### src/rtl/mu0_control.sv
// mu0_control: fetch/execute sequencer for the MU0 datapath.
// Drives the ALU mode, mux selects, register enables and memory strobes,
// and holds every memory strobe until Mem_Ready completes the access.
// Optional feature macro: MU0_CTRL_INSTR_COUNT_EN adds the Instr_Count
// output, a 16-bit count of instructions leaving EXECUTE.
`timescale 1ns/1ps
module mu0_control #(
   parameter int MEM_TIMEOUT = 0,  // 0 disables the memory wait timeout
   parameter int TIMEOUT_W   = 8   // MEM_TIMEOUT must be < 2**TIMEOUT_W
) (
   input  logic        Clk,
   input  logic        Reset,
   input  logic        Mem_Ready,
   input  logic [3:0]  Opcode,
   input  logic        N,
   input  logic        Z,
   output logic        X_sel,
   output logic        Y_sel,
   output logic        Addr_sel,
   output logic [1:0]  M,
   output logic        Acc_En,
   output logic        PC_En,
   output logic        IR_En,
   output logic        Rd,
   output logic        Wr,
   output logic        Halted,
   output logic        Fault
`ifdef MU0_CTRL_INSTR_COUNT_EN
   ,
   output logic [15:0] Instr_Count
`endif
);

   typedef enum logic [1:0] {S_FETCH, S_EXECUTE, S_HALT, S_FAULT} state_t;

   localparam logic [3:0] OP_LDA = 4'h0;
   localparam logic [3:0] OP_STA = 4'h1;
   localparam logic [3:0] OP_ADD = 4'h2;
   localparam logic [3:0] OP_SUB = 4'h3;
   localparam logic [3:0] OP_JMP = 4'h4;
   localparam logic [3:0] OP_JGE = 4'h5;
   localparam logic [3:0] OP_JNE = 4'h6;
   localparam logic [3:0] OP_STP = 4'h7;

   localparam logic [1:0] ALU_Y   = 2'd0;  // Q = Y
   localparam logic [1:0] ALU_ADD = 2'd1;  // Q = X + Y
   localparam logic [1:0] ALU_INC = 2'd2;  // Q = X + 1
   localparam logic [1:0] ALU_SUB = 2'd3;  // Q = X - Y

   state_t               state;
   state_t               next_state;
   logic [TIMEOUT_W-1:0] wait_cnt;
   logic                 mem_cycle;
   logic                 timeout_hit;

   // Memory is touched in every fetch and in EXECUTE of LDA/STA/ADD/SUB (opcodes 0-3)
   assign mem_cycle = (state == S_FETCH) ||
                      ((state == S_EXECUTE) && (Opcode[3:2] == 2'b00));

   // The last permitted waiting cycle: the count is about to reach MEM_TIMEOUT
   assign timeout_hit = (MEM_TIMEOUT != 0) && mem_cycle && !Mem_Ready &&
                        (wait_cnt == TIMEOUT_W'(MEM_TIMEOUT - 1));

   // Next-state decode; memory states advance only on a completing cycle
   always_comb begin
      // NOTE: give every always_comb target a default first so no path can infer a latch.
      next_state = state;
      case (state)
         S_FETCH: begin
            if (Mem_Ready)        next_state = S_EXECUTE;
            else if (timeout_hit) next_state = S_FAULT;
         end
         S_EXECUTE: begin
            if (mem_cycle) begin
               if (Mem_Ready)        next_state = S_FETCH;
               else if (timeout_hit) next_state = S_FAULT;
            end else if (Opcode == OP_STP) begin
               next_state = S_HALT;
            end else begin
               next_state = S_FETCH;
            end
         end
         default: next_state = state;  // HALT and FAULT exit only via Reset
      endcase
   end

   // State and wait counter; the counter restarts on completion or state change
   always_ff @(posedge Clk or posedge Reset) begin
      // NOTE: sequential state uses non-blocking assignments so every flop samples pre-edge values.
      if (Reset) begin
         state    <= S_FETCH;
         wait_cnt <= '0;
      end else begin
         state <= next_state;
         if ((MEM_TIMEOUT == 0) || Mem_Ready || !mem_cycle || (next_state != state))
            wait_cnt <= '0;
         else
            wait_cnt <= wait_cnt + 1'b1;
      end
   end

   // Output decode; Reset forces everything low at once, aborting any access
   always_comb begin
      X_sel    = 1'b0;
      Y_sel    = 1'b0;
      Addr_sel = 1'b0;
      M        = ALU_Y;
      Acc_En   = 1'b0;
      PC_En    = 1'b0;
      IR_En    = 1'b0;
      Rd       = 1'b0;
      Wr       = 1'b0;
      Halted   = 1'b0;
      Fault    = 1'b0;
      if (!Reset) begin
         case (state)
            S_FETCH: begin
               Rd    = 1'b1;
               X_sel = 1'b1;
               M     = ALU_INC;
               IR_En = Mem_Ready;
               PC_En = Mem_Ready;
            end
            S_EXECUTE: begin
               case (Opcode)
                  OP_LDA: begin
                     Addr_sel = 1'b1;
                     Rd       = 1'b1;
                     M        = ALU_Y;
                     Acc_En   = Mem_Ready;
                  end
                  OP_STA: begin
                     Addr_sel = 1'b1;
                     Wr       = 1'b1;
                  end
                  OP_ADD, OP_SUB: begin
                     Addr_sel = 1'b1;
                     Rd       = 1'b1;
                     M        = (Opcode == OP_ADD) ? ALU_ADD : ALU_SUB;
                     Acc_En   = Mem_Ready;
                  end
                  OP_JMP: begin
                     Y_sel = 1'b1;
                     PC_En = 1'b1;
                  end
                  OP_JGE: begin
                     Y_sel = !N;
                     PC_En = !N;
                  end
                  OP_JNE: begin
                     Y_sel = !Z;
                     PC_En = !Z;
                  end
                  default: ;  // STP and undefined opcodes drive nothing
               endcase
            end
            S_HALT:  Halted = 1'b1;
            default: Fault  = 1'b1;
         endcase
      end
   end

`ifdef MU0_CTRL_INSTR_COUNT_EN
   // Retired-instruction count: every edge leaving EXECUTE, wrapping at 16 bits
   always_ff @(posedge Clk or posedge Reset) begin
      if (Reset)
         Instr_Count <= '0;
      else if ((state == S_EXECUTE) && (next_state != S_EXECUTE))
         Instr_Count <= Instr_Count + 16'd1;
   end
`endif

endmodule

### config.mk
export PLATFORM = sky130hd
export DESIGN_NAME = mu0_control
export DESIGN_NICKNAME = d
export VERILOG_FILES = /design/src/rtl/mu0_control.sv
export SDC_FILE = /design/constraint.sdc
export NUM_CORES = 1
export LEC_CHECK = 0
export CORE_AREA = 10 10 47 49
export CTS_CLUSTER_SIZE = 25
export DETAILED_ROUTE_END_ITERATION = 12
export DIE_AREA = 0 0 57 59
export GPL_ROUTABILITY_DRIVEN = 0
export HOLD_SLACK_MARGIN = 0.06
export RECOVER_POWER = 100
export SYNTH_ARGS = -nofsm -noshare
export SYNTH_HDL_FRONTEND = slang
export SYNTH_SLANG_ARGS = --single-unit
### constraint.sdc
create_clock -name Clk -period 1.3 [get_ports Clk]
set_input_delay 0.26 -clock Clk [delete_from_list [all_inputs] [get_ports Clk]]
set_output_delay 0.26 -clock Clk [all_outputs]
set_load 0.03 [all_outputs]
Yosys cells after proc, flatten, opt, wreduce, memory -nomap -nowiden
Cells that the tools add are included.
{"block": "classes", "n_eq_ne": 11, "muxes": 34, "n_reduce_logical": 13}
{"cell": "2-to-1 mux 1 bit", "count": 22}
{"cell": "== test 4 x 3 -> 1 bit, second input constant", "count": 4}
{"cell": "2-to-1 mux 2 bit", "count": 7}
{"cell": "== test 4 x 2 -> 1 bit, second input constant", "count": 2}
{"cell": "one-hot mux 2 bit (2 select lines)", "count": 2}
{"cell": "OR reduction 3 bit", "count": 2}
{"cell": "== test 4 x 1 -> 1 bit, second input constant", "count": 1}
{"cell": "logical NOT 2 bit", "count": 2}
{"cell": "logical NOT 4 bit", "count": 1}
{"cell": "one-hot mux 1 bit (2 select lines)", "count": 2}
{"cell": "OR reduction 4 bit", "count": 1}
{"cell": "!= test 3 bit, second input constant", "count": 1}
{"cell": "one-hot mux 1 bit (3 select lines)", "count": 1}
{"cell": "AND reduction 3 bit", "count": 1}
{"cell": "== test 2 x 1 -> 1 bit, second input constant", "count": 1}
{"cell": "== test 2 bit, second input constant", "count": 1}
{"cell": "logical NOT 1 bit", "count": 2}
{"cell": "!= test 2 bit, second input constant", "count": 1}
{"cell": "nonzero test 2 bit", "count": 1}
{"cell": "OR reduction 2 bit", "count": 1}
{"cell": "logical AND 1 bit", "count": 1}
{"cell": "logical OR 1 bit", "count": 1}
{"block": "word_totals", "reg_bits": 2, "inputBits": 9}

Depth between registers and ports, before layout
{"block": "logic_depth", "ltp_word": 5, "ltp_mapped": 4}

Least setup slack after synthesis
OpenSTA, ideal clock, no wires.
{"block": "synth_timing", "kind": "reg2out", "from": "reg state[0]", "to": "out PC_En", "t_arrival_ps": 1414, "required_ps": 1040, "path_slack_ps": -374, "stages_incl_launch_ff": 5, "n_path_buf": 1, "path_cell_list": "dfrtp_1 > buf_6 > nor3_4 > and2_4 > o21bai_1"}
{"block": "synth_via", "elab_chain_cells": 3, "elab_cells_between_ends": 4, "cone_classes": "eq/ne (1); mux (2); reduce/logical (1)"}
{"element": "start, declared", "line_no": "50", "source": "state_t state;"}
{"element": "start signal, assigned", "line_no": "94", "source": "state <= next_state;"}
{"element": "== test 2 x 1 -> 1 bit or logical NOT 2 bit (tied branches)", "line_no": "116", "source": "case (state)"}
{"element": "one-hot mux 1 bit (2 select lines) *", "line_no": "116"}
{"element": "2-to-1 mux 1 bit *", "line_no": "115", "source": "if (!Reset) begin"}
{"element": "end, declared", "line_no": "22", "source": "output logic PC_En,"}
Mark *: on every way between the ends. The rest lies on a longest branch, timed or not.

Worst setup path in the final report
{"block": "layout_timing", "from": "reg state[1]", "to": "out Acc_En"}
{"block": "layout_via", "elab_chain_cells": 3}
{"element": "== test 2 x 1 -> 1 bit", "line_no": "116"}
{"element": "2-to-1 mux 1 bit", "line_no": "116"}
{"element": "2-to-1 mux 1 bit", "line_no": "115"}
{"element": "end, declared", "line_no": "21", "source": "output logic Acc_En,"}
No other way between the ends.

==> key figures <==
Status
  • Run status: finished, violations left
  • Failing checks: negative setup slack

Cells and area
  • Number of flip-flops in the largest register: 2
  • Ant diodes: 0
  • Largest Register: state
  • Finished Core Util: 49.6%
  • Share of cells above drive strength 1: 70.3%
  • Most frequent cells in the layout: 17 x buf_4, 12 x buf_6, 7 x dlygate4sd2_1
  • Fin nets: 84
  • Top flop regs: state x2
  • Commonest non-fill, non-tap cell in the layout: buf_4
  • Area delta synth->final: 189%

Drt
  • Drt initial violations: 0
  • Post-route ant nets: 0
  • Via count: roughly 380
  • Drt drc: 0
  • Vias per inst: roughly 4.2
  • DRT Wirelength: approximately 1.0 mm
  • Wire length per cell: between 10 and 15 um
  • TritonRoute pass-1 iters: 1

Timing
  • Final Skew: roughly 0.0096 ns
  • Worst hold slack: roughly 0.33 ns
  • Setup Viol. Count Final: 12
  • RSZ-0062 raised after global routing: true
  • Min cycle time layout: 1.56 ns
  • Maximum clock frequency: between 600 and 700 MHz
  • Final hold viol count: 0
  • Worst relative slew slack: around 82%
  • Max-slew violations: 0
  • Crit share post-route: 120%
  • Worst Tran Pin Value: approximately 0.26 ns
  • Final WS setup: -0.260 ns

Clocking
  • H-tree depth: 1
  • Sink Count: 2
  • CTS tree: built
  • CTS Root Cell: clkbuf_4
  • Worst-skew pair later-pin latency: around 0.24 ns
  • Reg clk slew, reported paths: approximately 0.040 ns
  • Num CTS Buffers: 3
  • Longest Clk Path Bufs: 2

Critical path
  • Crit Path Category: reg -> out
  • Worst Setup SP: state[1]
  • Crit path to: Acc_En
  • CP Capture Type: output port
  • FF-to-FF Start: state[0]
  • WP data arrival: 1.30 ns
  • R2R depth: 4
  • R2r setup slk: 0.14 ns
  • CP Max Fanout: 4
  • Reg-to-Reg End: state[1]
  • Startpoint class of the critical path: register
  • WP data required: around 1.0 ns

Floorplanning
  • Starting density of the core: 17.1%
  • Total I/O pin count: 21
  • Die H: 59 um
  • Die width: approximately 57 um
  • Rows: 14
  • Core area: 1400 um^2
  • Full die area: ~3400 um^2

Global routing
  • First-pass GRT wire length: about 1.8 mm
  • Vias in the first global route: ~440
  • Largest net degree at the start of global routing: 8
  • GRT Total Usage: 6.92%
  • Initial antenna violation count: 0
  • Total grt overflow: 0

Yosys
  • Mean post-synth cell area: 7.51 um^2
  • Number of distinct library cells after synthesis: 22
  • Seq/Total Area, Yosys: between 20% and 30%
  • Yosys warns: 0
  • Flops & latches, synth: 2
  • Mapped cell area: 240 um^2
  • Area share of the largest cell type after synthesis: 20.8%
  • Largest area contributor in the netlist: dfrtp_1
  • Syn Nets: approximately 40
  • Cell count after synthesis: 32
  • Largest cells by area after synthesis: dfrtp_1 21%, nor3_4 6.8%, o21ai_0 6.3%

Power and ir drop
  • LEAKAGE: ~0.32 nW
  • PD cells: roughly 1400 nW/um^2
  • IR drop worst, VDD: around 0.80 mV

Placement
  • Final HPWL DP: approximately 840 um
  • PortBufs: 20

Min path
  • Worst min path class: in -> async

Job
  • Total of max-cap violations: 0
-- report_power, final --
part	internal (mW)	switching (mW)	leakage [nW]
sequential	0.0988	0.0666	0.0214
combinational	0.361	0.297	0.280
clock	0.115	0.0503	0.0150
total	0.575	0.414	0.317
-- per-layer routing --
layer | track usage [%] | share of wire (%)
met1 | 5.13 | 32
met2 | 12.1 | 60
met3 | 3.22 | 6.0
met4 | 8.05 | 2.0
met5 | 0 | 0
-- cell usage after synthesis --
library cell / n
nor2_2: 1
buf_6: 1
nor3_1: 1
nor2_1: 4
and2_4: 1
o21bai_1: 2
nand3b_1: 1
o21ai_0: 3
inv_2: 1
nor3b_1: 1
a21boi_0: 2
and3_2: 1
nand3_1: 1
nand3_2: 1
dfrtp_1: 2
inv_1: 1
and3_1: 1
nand2_1: 2
and2_1: 1
nor3_4: 1
nand2b_1: 2
a21oi_1: 1
-- kinds of logic (layout without fill, tap and decap cells) --
group           after synthesis  count (layout)  synth area share (%)
compound gates                8               8                  20.8
flops                         2               2                  20.8
simple gates                 19              19                  50.5
buf+inv                       3              45                  7.81
-- final cells by class --
type                       count  area (um^2)
inverter                       2         10.0
multi-input combinational     27          240
clock buffer                   4         26.3
timing repair buffer          39          345
fill                         157          707
tap                           16         20.0
sequential                     2         52.6
-- worst min path at each step --
stage	cells past startpoint	endpoint
3_5_place_dp	1	state[1]
3_3_place_gp	1	state[1]
2_1_floorplan	1	state[0]
4_1_cts	4	state[1]
6_report	4	state[1]
5_1_grt	4	state[1]
-- critical path, cell delays in order (launching register included) --
cell and delay [ns]:
dfrtp_2 0.45, nor2_4 0.16, nand3_4 0.10, inv_4 0.06, and3_4 0.17, buf_6 0.12
-- timing repair --
action                                 in CTS  in global routing
endpoints found under the hold margin       0                  0
pin swaps                                  10                  0
resized for setup                          28                  1
buffers inserted                            4                  1
hold buffers                                0                  0
setup endpoints to repair                  12                 12
-- per-stage QoR --
| stage | setup slack [ns] | power, mW | area (um^2) | cells | setup TNS [ns] |
|---|---|---|---|---|---|
| final | -0.260 | 0.989 | 694 | 90 | -2.30 |
| after global routing | -0.312 | 1.05 | 694 | 90 | -2.92 |
| after CTS | -0.280 | 0.996 | 691 | 90 | -2.41 |
| after detailed placement | -0.465 | 0.675 | 564 | 82 | -4.55 |
| after global placement | -0.445 | 0.668 | 564 | 82 | -4.46 |
| after floorplan | -0.199 | 0.439 | 273 | 32 | -0.621 |
No activity file was read; power rests on OpenSTA's default activity.
